### config.mk
export PLATFORM = sky130hd
export DESIGN_NAME = fifo_wr_ctrl_lvl
export DESIGN_NICKNAME = d
export VERILOG_FILES = /design/src/rtl/fifo_wr_ctrl_lvl.sv
export SDC_FILE = /design/constraint.sdc
export NUM_CORES = 1
export LEC_CHECK = 0
export ABC_AREA = 1
export BUFFER_PORTS_ARGS = -buffer_cell sky130_fd_sc_hd__buf_4
export CAP_MARGIN = 20
export CORE_AREA = 2 2 41 43
export DETAILED_ROUTE_END_ITERATION = 8
export DIE_AREA = 0 0 43 45
export GPL_ROUTABILITY_DRIVEN = 0
export PLACE_DENSITY = 0.76
export SYNTH_ARGS = -nofsm -noshare
export SYNTH_HDL_FRONTEND = slang
export SYNTH_SLANG_ARGS = --single-unit
### constraint.sdc
create_clock -name w_clk -period 2.9 [get_ports w_clk]
set_input_delay 0.29 -clock w_clk [delete_from_list [all_inputs] [get_ports w_clk]]
set_output_delay 0.29 -clock w_clk [all_outputs]
set_load 0.02 [all_outputs]
### src/rtl/fifo_wr_ctrl_lvl.sv
// Write-side controller for the async FIFO: binary/gray write pointer, RAM write port,
// registered full / almost-full / fill level, and a sticky overflow flag.
module fifo_wr_ctrl_lvl #(
    parameter int ADDR_WIDTH   = 3,
    parameter int AFULL_THRESH = 6
) (
    input  logic                  w_clk,
    input  logic                  w_rst_n,
    input  logic                  w_inc,
    input  logic [ADDR_WIDTH:0]   wq2_rptr,
    input  logic                  w_ovf_clr,
    output logic                  w_en,
    output logic [ADDR_WIDTH-1:0] w_addr,
    output logic [ADDR_WIDTH:0]   w_ptr,
    output logic                  w_full,
    output logic                  w_afull,
    output logic [ADDR_WIDTH:0]   w_level,
    output logic                  w_ovf
);

    localparam int AW = ADDR_WIDTH;
    // Full when the gray pointers differ only in their top two bits.
    localparam logic [AW:0] FULL_MASK = (AW+1)'(3) << (AW - 1);

    logic [AW:0] wbin;
    logic [AW:0] wbin_n;
    logic [AW:0] gray_n;
    logic [AW:0] rbin;
    logic [AW:0] level_n;
    logic        acc;

    assign acc  = w_inc & ~w_full;
    assign w_en = acc;

    always_comb begin
        wbin_n  = wbin + {{AW{1'b0}}, acc};
        gray_n  = (wbin_n >> 1) ^ wbin_n;
        rbin    = '0;
        rbin[AW] = wq2_rptr[AW];
        for (int unsigned i = 1; i <= AW; i++) begin
            rbin[AW-i] = rbin[AW-i+1] ^ wq2_rptr[AW-i];
        end
        level_n = wbin_n - rbin;
    end

    always_ff @(posedge w_clk) begin
        if (!w_rst_n) begin
            wbin    <= '0;
            w_ptr   <= '0;
            w_addr  <= '0;
            w_full  <= 1'b0;
            w_afull <= 1'b0;
            w_level <= '0;
            w_ovf   <= 1'b0;
        end else begin
            wbin    <= wbin_n;
            w_ptr   <= gray_n;
            w_addr  <= wbin_n[AW-1:0];
            w_full  <= (gray_n == (wq2_rptr ^ FULL_MASK));
            w_afull <= (level_n >= (AW+1)'(AFULL_THRESH));
            w_level <= level_n;
            w_ovf   <= (w_inc & w_full) | (w_ovf & ~w_ovf_clr);
        end
    end

endmodule

==> results of run 1 <==
==> layer usage <==
metal,global-route usage,part of all wire
met1,0.199,0.45
met2,0.285,0.49
met3,0.0240,0.044
met4,0.0909,0.022
met5,0,0
==> logic make-up after synthesis <==
family                     count (synthesis)  share of synthesized area
and+or+nand+nor                           56                      0.334
DFF                                       14                      0.386
adders and majority gates                  5                     0.0862
AOI/OAI and AO/OA                          3                     0.0241
xor gates and xnor gates                   5                     0.0604
buffers and inverters                     21                      0.109
==> final cells by class <==
cell class              count  area share
clock buffers               4      0.0383
flip-flops and latches     14       0.296
repair buffers             22       0.174
well taps                  16      0.0211
multi-input cells          69       0.387
inverters                  21      0.0832
==> through the flow <==
step	cell area, um^2	std cells	utilization
6_report	947	146	0.644
3_3_place_gp	911	142	0.619
3_5_place_dp	911	142	0.619
5_1_grt	947	146	0.644
2_1_floorplan	726	104	-
4_1_cts	947	146	0.644
==> placed cells by master (no fill, tap or decap), drive strengths merged <==
master	instances
xnor2	2
nand3b	1
nor2	11
clkbuf	4
ha	5
nand4	2
xor2	3
a21oi	2
dfxtp	14
inv	21
nand2	33
o21bai	1
buf	22
nand3	9
==> where the power goes <==
group          internal, uW  switching, uW  total (uW)  leakage (uW)
logic                  83.2            116         199      0.000410
clock network          76.2           59.6         136     0.0000210
registers               218           8.30         227      0.000115
==> worst paths after layout <==
check / endpoint / slack [ps] / cells after the start / from
min: w_addr[1] / 260 / 3 / w_rst_n
max: w_afull / 820 / 14 / w_full
min reg2reg: w_ovf / 470 / 2 / w_ovf
max reg2reg: w_afull / 820 / 14 / w_full
==> sequential cells by signal (all words and copies together), names as in the netlist <==
register,flops
w_afull,1
w_full,1
w_level,4
w_addr,2
w_ovf,1
wbin,1
w_ptr,4
==> worst min-delay path, stage by stage <==
cell and delay [ps]:
sky130_fd_sc_hd__buf_4 120, sky130_fd_sc_hd__nand2_1 60, sky130_fd_sc_hd__inv_1 40
==> impl_metrics.toml, run 1 <==
[run_status]
run_status = "complete, no violations"

[logic_synthesis]
synthesis.instances = 104
synth_enable_flop_cells = 0
synth.yosys.seq_area_share = 0.386
post-synth-top-area-fraction = 0.386
synthDominantAreaCellType = "sky130_fd_sc_hd__dfxtp_1"
ys_ff_latch = 14
synthTopCellsByArea = "sky130_fd_sc_hd__dfxtp_1 (39%), sky130_fd_sc_hd__nand2_1 (16%), sky130_fd_sc_hd__inv_1 (10%)"
syn-num-nets = 117
post_synth_num_cell_types = 15
ys_warn_count = 0
synthesis.area_um2 = 726
synth-main-ff-cell = "sky130_fd_sc_hd__dfxtp_1"
synthTopCellsByCount = "sky130_fd_sc_hd__nand2_1 (30), sky130_fd_sc_hd__inv_1 (20), sky130_fd_sc_hd__dfxtp_1 (14)"
synth_most_common_cell = "sky130_fd_sc_hd__nand2_1"
synth.avg_cell_area_um2 = 6.98
synthArstFlopShare = 0

[detailed_routing]
drt_drc_violations_left = 0
antenna_violating_nets_post_route = 0
vias_per_cell = 4.71
vias = 688
route.detailed.wl_per_inst_um = 9.30
detail_route.first_pass.iterations = 4
routed_wl_um = 1360
initial_drt_markers = 5

[grt]
grt_max_degree = 9
grt_antenna_before_repair = 0
first_pass_grt_wire_length_um = 2330
grt.total_usage = 0.165
grt_overflow_total = 0
via_count_of_the_first_global_routing_pass = 591

[final_layout]
area_growth_pct = 30.5
ff_latch_area_um2 = 280
layout-drive-gt1-share = 0.238
multiInputGateArea_um2 = 367
antennaDiodeCount = 0
layout.filler_cells = 139
finish.net_count = 144

[power]
report.power.total_uw = 561
p_leak_uw = 0.000546
power_density_relative_to_cell_area_mw_per_mm2 = 592
power.ir.vdd_worst_mv = 0.282

[setup_path]
critical_path_required_ps = 3070
timing_worst_setup_path_type = "reg -> reg"
timing.critical_path.max_delay_family = "simple AND/OR/NAND/NOR gates"
endpoint_kind = "flip-flop"
nature_of_the_critical_path_startpoint = "flip-flop"
critical_path_arrival_ps = 2250
critPathMaxFanout = 3
critical_path.slowest_cell = "sky130_fd_sc_hd__dfxtp_1"
crit_path_top_cell_by_count = "sky130_fd_sc_hd__nand2_1"
path_cells = "nor2_1 > ha_1 > ha_1 > inv_1 > nand2_1 > nand2_2 > ha_1 > inv_1 > nor2_1 > nand3_1 > nand2_1 > nand2_1 > nand2_1 > nand2_1"
critical_path_buf_inv_count = 2
slowest_delay_ps = 330

[die]
core_area_mm2 = 0.00147
die_h_um = 45
initial_core_util = 0.493
die-width_um = 43
core.rowCount = 14
io_pins = 23
fp.dieArea_mm2 = 0.00194

[clock_network]
ctsLongestPathBuffers = 2
cts_root_buf = "sky130_fd_sc_hd__clkbuf_4"
clkSinkCount = 14
cts.clk_slew.worst_paths_ps = 80
cts_post_setup_buffers_inserted = 0
cts_htree_levels = 1
cts-resized-gates = 0
clock_latency_ps = 270
cts_tree = "built"
cts_made_buffers = 3
hold_buffer_count_at_cts = 0

[sta]
relSlewSlack = 0.831
slew_of_the_pin_with_the_lowest_slew_margin_ps = 253
clock.fmax_ghz = 0.482
report.final.hold_viol_count = 0
final_max_slew_viol_count = 0
final.min_clock_period_ps = 2080
final_min_period_over_clock_period = 0.716
timing.final.ws_setup_ps = 824
finalSetupViolations = 0
timing.clock.skew_ps = 2.12
tns_ps = 0
hold-worst-slack_ps = 260
grt_setup_unrepaired = "false"

[placement]
dp_hpwl_um = 1110
place_worst_setup_slack_ps = 755
buffer_ports.inserted = 22

[min_path]
timing.hold.worst.class = "in -> reg"

[job]
timing.max_cap.violations = 0
Note: power is estimated with default switching activity, not from simulation.
==> run 2, diff against run 1 <==
--- a/config.mk
+++ b/config.mk
@@ -8,11 +8,11 @@
 export ABC_AREA = 1
 export BUFFER_PORTS_ARGS = -buffer_cell sky130_fd_sc_hd__buf_4
 export CAP_MARGIN = 20
-export CORE_AREA = 2 2 41 43
+export CORE_AREA = 2 2 42 44
 export DETAILED_ROUTE_END_ITERATION = 8
-export DIE_AREA = 0 0 43 45
+export DIE_AREA = 0 0 44 46
 export GPL_ROUTABILITY_DRIVEN = 0
-export PLACE_DENSITY = 0.76
+export PLACE_DENSITY = 0.73
 export SYNTH_ARGS = -nofsm -noshare
 export SYNTH_HDL_FRONTEND = slang
 export SYNTH_SLANG_ARGS = --single-unit
==> constraint.sdc (replaced) <==
create_clock -name w_clk -period 2.15 [get_ports w_clk]
set_input_delay 0.215 -clock w_clk [delete_from_list [all_inputs] [get_ports w_clk]]
set_output_delay 0.215 -clock w_clk [all_outputs]
set_load 0.02 [all_outputs]
==> impl_metrics.toml, run 2 (same netlist as run 1, synthesis figures left out) <==
[final_layout]
layout.filler_cells = 151
final_cell_mix = "sky130_fd_sc_hd__nand2_1 (30), sky130_fd_sc_hd__buf_4 (23), sky130_fd_sc_hd__inv_1 (20)"
layout_commonest_cell = "sky130_fd_sc_hd__nand2_1"
antennaDiodeCount = 0
reg_top3 = "w_level (4), w_ptr (4), w_addr (2)"
layout-drive-gt1-share = 0.267
area_growth_pct = 34.1
instances_no_fill = 148
finish.net_count = 145

[clock_network]
cts_root_buf = "sky130_fd_sc_hd__clkbuf_4"
clkSinkCount = 14
cts_htree_levels = 1
cts_made_buffers = 3
cts_tree = "built"
ctsLongestPathBuffers = 2
clock_latency_ps = 280
hold_buffer_count_at_cts = 0
cts.clk_slew.worst_paths_ps = 90

[job]
timing.max_cap.violations = 0

[die]
fp.dieArea_mm2 = 0.00202
initial_core_util = 0.450
core_area_mm2 = 0.00161
core.rowCount = 15
die_h_um = 46
die-width_um = 44
io_pins = 23

[detailed_routing]
route.detailed.wl_per_inst_um = 10.4
route.layer.met1.wl_um = 635
initial_drt_markers = 7
routed_wl_um = 1530
highest-signal-layer = "met4"
route.met2.wl_um = 805
drt_drc_violations_left = 0
antenna_violating_nets_post_route = 0
vias = 717
route.met3.wl_um = 76
detail_route.first_pass.iterations = 4
vias_per_cell = 4.84

[sta]
grt_setup_unrepaired = "false"
final_min_period_over_clock_period = 0.909
final.min_clock_period_ps = 1950
finalSetupViolations = 0
timing.clock.skew_ps = 1.77
report.final.hold_viol_count = 0
hold-worst-slack_ps = 173
tns_ps = 0
final_max_slew_viol_count = 0
relSlewSlack = 0.817
clock.fmax_ghz = 0.512
slew_of_the_pin_with_the_lowest_slew_margin_ps = 273

[grt]
grt_antenna_before_repair = 0
grt.total_usage = 0.171
via_count_of_the_first_global_routing_pass = 626
first_pass_grt_wire_length_um = 2530
grt_max_degree = 9
grt_overflow_total = 0

[setup_path]
path_cells = "nor2_2 > ha_2 > ha_1 > nand3b_1 > nand2_1 > inv_1 > ha_1 > inv_1 > nand3_1 > nand4_1 > nand2_1"
critPathMaxFanout = 6
critical_path.slowest_cell = "sky130_fd_sc_hd__ha_1"
critical_path_required_ps = 2330
timing_worst_setup_path_type = "reg -> reg"
slowest_delay_ps = 390
endpoint_kind = "flip-flop"
nature_of_the_critical_path_startpoint = "flip-flop"
critical_path_arrival_ps = 2130

[min_path]
timing.hold.worst.class = "in -> reg"

[power]
p_leak_uw = 0.000548
power_density_relative_to_cell_area_mw_per_mm2 = 790
power.ir.vdd_worst_mv = 0.441

[placement]
buffer_ports.inserted = 22
post-place-cells = 143
dp_hpwl_um = 1260

[run_status]
run_status = "complete, no violations"
[run 2: cell types whose count changed in the layout (fill, tap and decap cells not counted)]
cell / change
sky130_fd_sc_hd__nor2_2: +1
sky130_fd_sc_hd__buf_4: +1
sky130_fd_sc_hd__ha_4: +1
sky130_fd_sc_hd__ha_1: -2
sky130_fd_sc_hd__nor2_1: -1
sky130_fd_sc_hd__ha_2: +1
[run 2: area by class of cell]
class | instances | area [um^2] | area share
timing repair buffer | 23 | 173 | 0.177
tap | 17 | 21.3 | 0.0219
multi-input combinational | 69 | 384 | 0.395
inverter | 21 | 78.8 | 0.0810
clock buffer | 4 | 36.3 | 0.0373
sequential | 14 | 280 | 0.288
[run 2: routing by layer]
layer / up-vias / global-route usage
li1: 372 / -
met1: 321 / 0.208
met2: 22 / 0.291
met3: 2 / 0.0119
met4: 0 / 0.109
met5: - / 0
[run 2: worst paths after layout]
path | from | end | slack (ps) | cells after the start
worst max-delay path | w_full | w_afull | 200 | 11
worst min-delay path | w_ovf_clr | w_ovf | 170 | 4
worst max register to register | w_full | w_afull | 200 | 11
worst min register to register | w_ovf | w_ovf | 470 | 2
[run 2: through the flow]
step / power [uW] / utilization / worst slack [ps] / area (um^2)
finish: 769 / 0.603 / 196 / 973
global placement: 575 / 0.567 / 194 / 915
CTS: 773 / 0.589 / 128 / 951
global route: 818 / 0.603 / 6.53 / 973
detailed placement: 585 / 0.567 / 135 / 915
floorplan: 487 / - / 88.8 / 728
[run 2: critical path, delay by kind of cell, from the launching register on]
kind	cells	cell delay, ps
fa+ha+maj	3	770
flops	1	370
buf+inv	2	110
simple gates	6	590
[run 2: what timing repair did]
item / in CTS / in global routing
setup endpoints to repair: 0 / 2
resized for setup: 0 / 2
buffers inserted: 0 / 1
[run 2: report_power, final]
part	internal, uW	switching, uW
combinational	116	158
clock	103	85.5
sequential	294	12.1
total	513	256
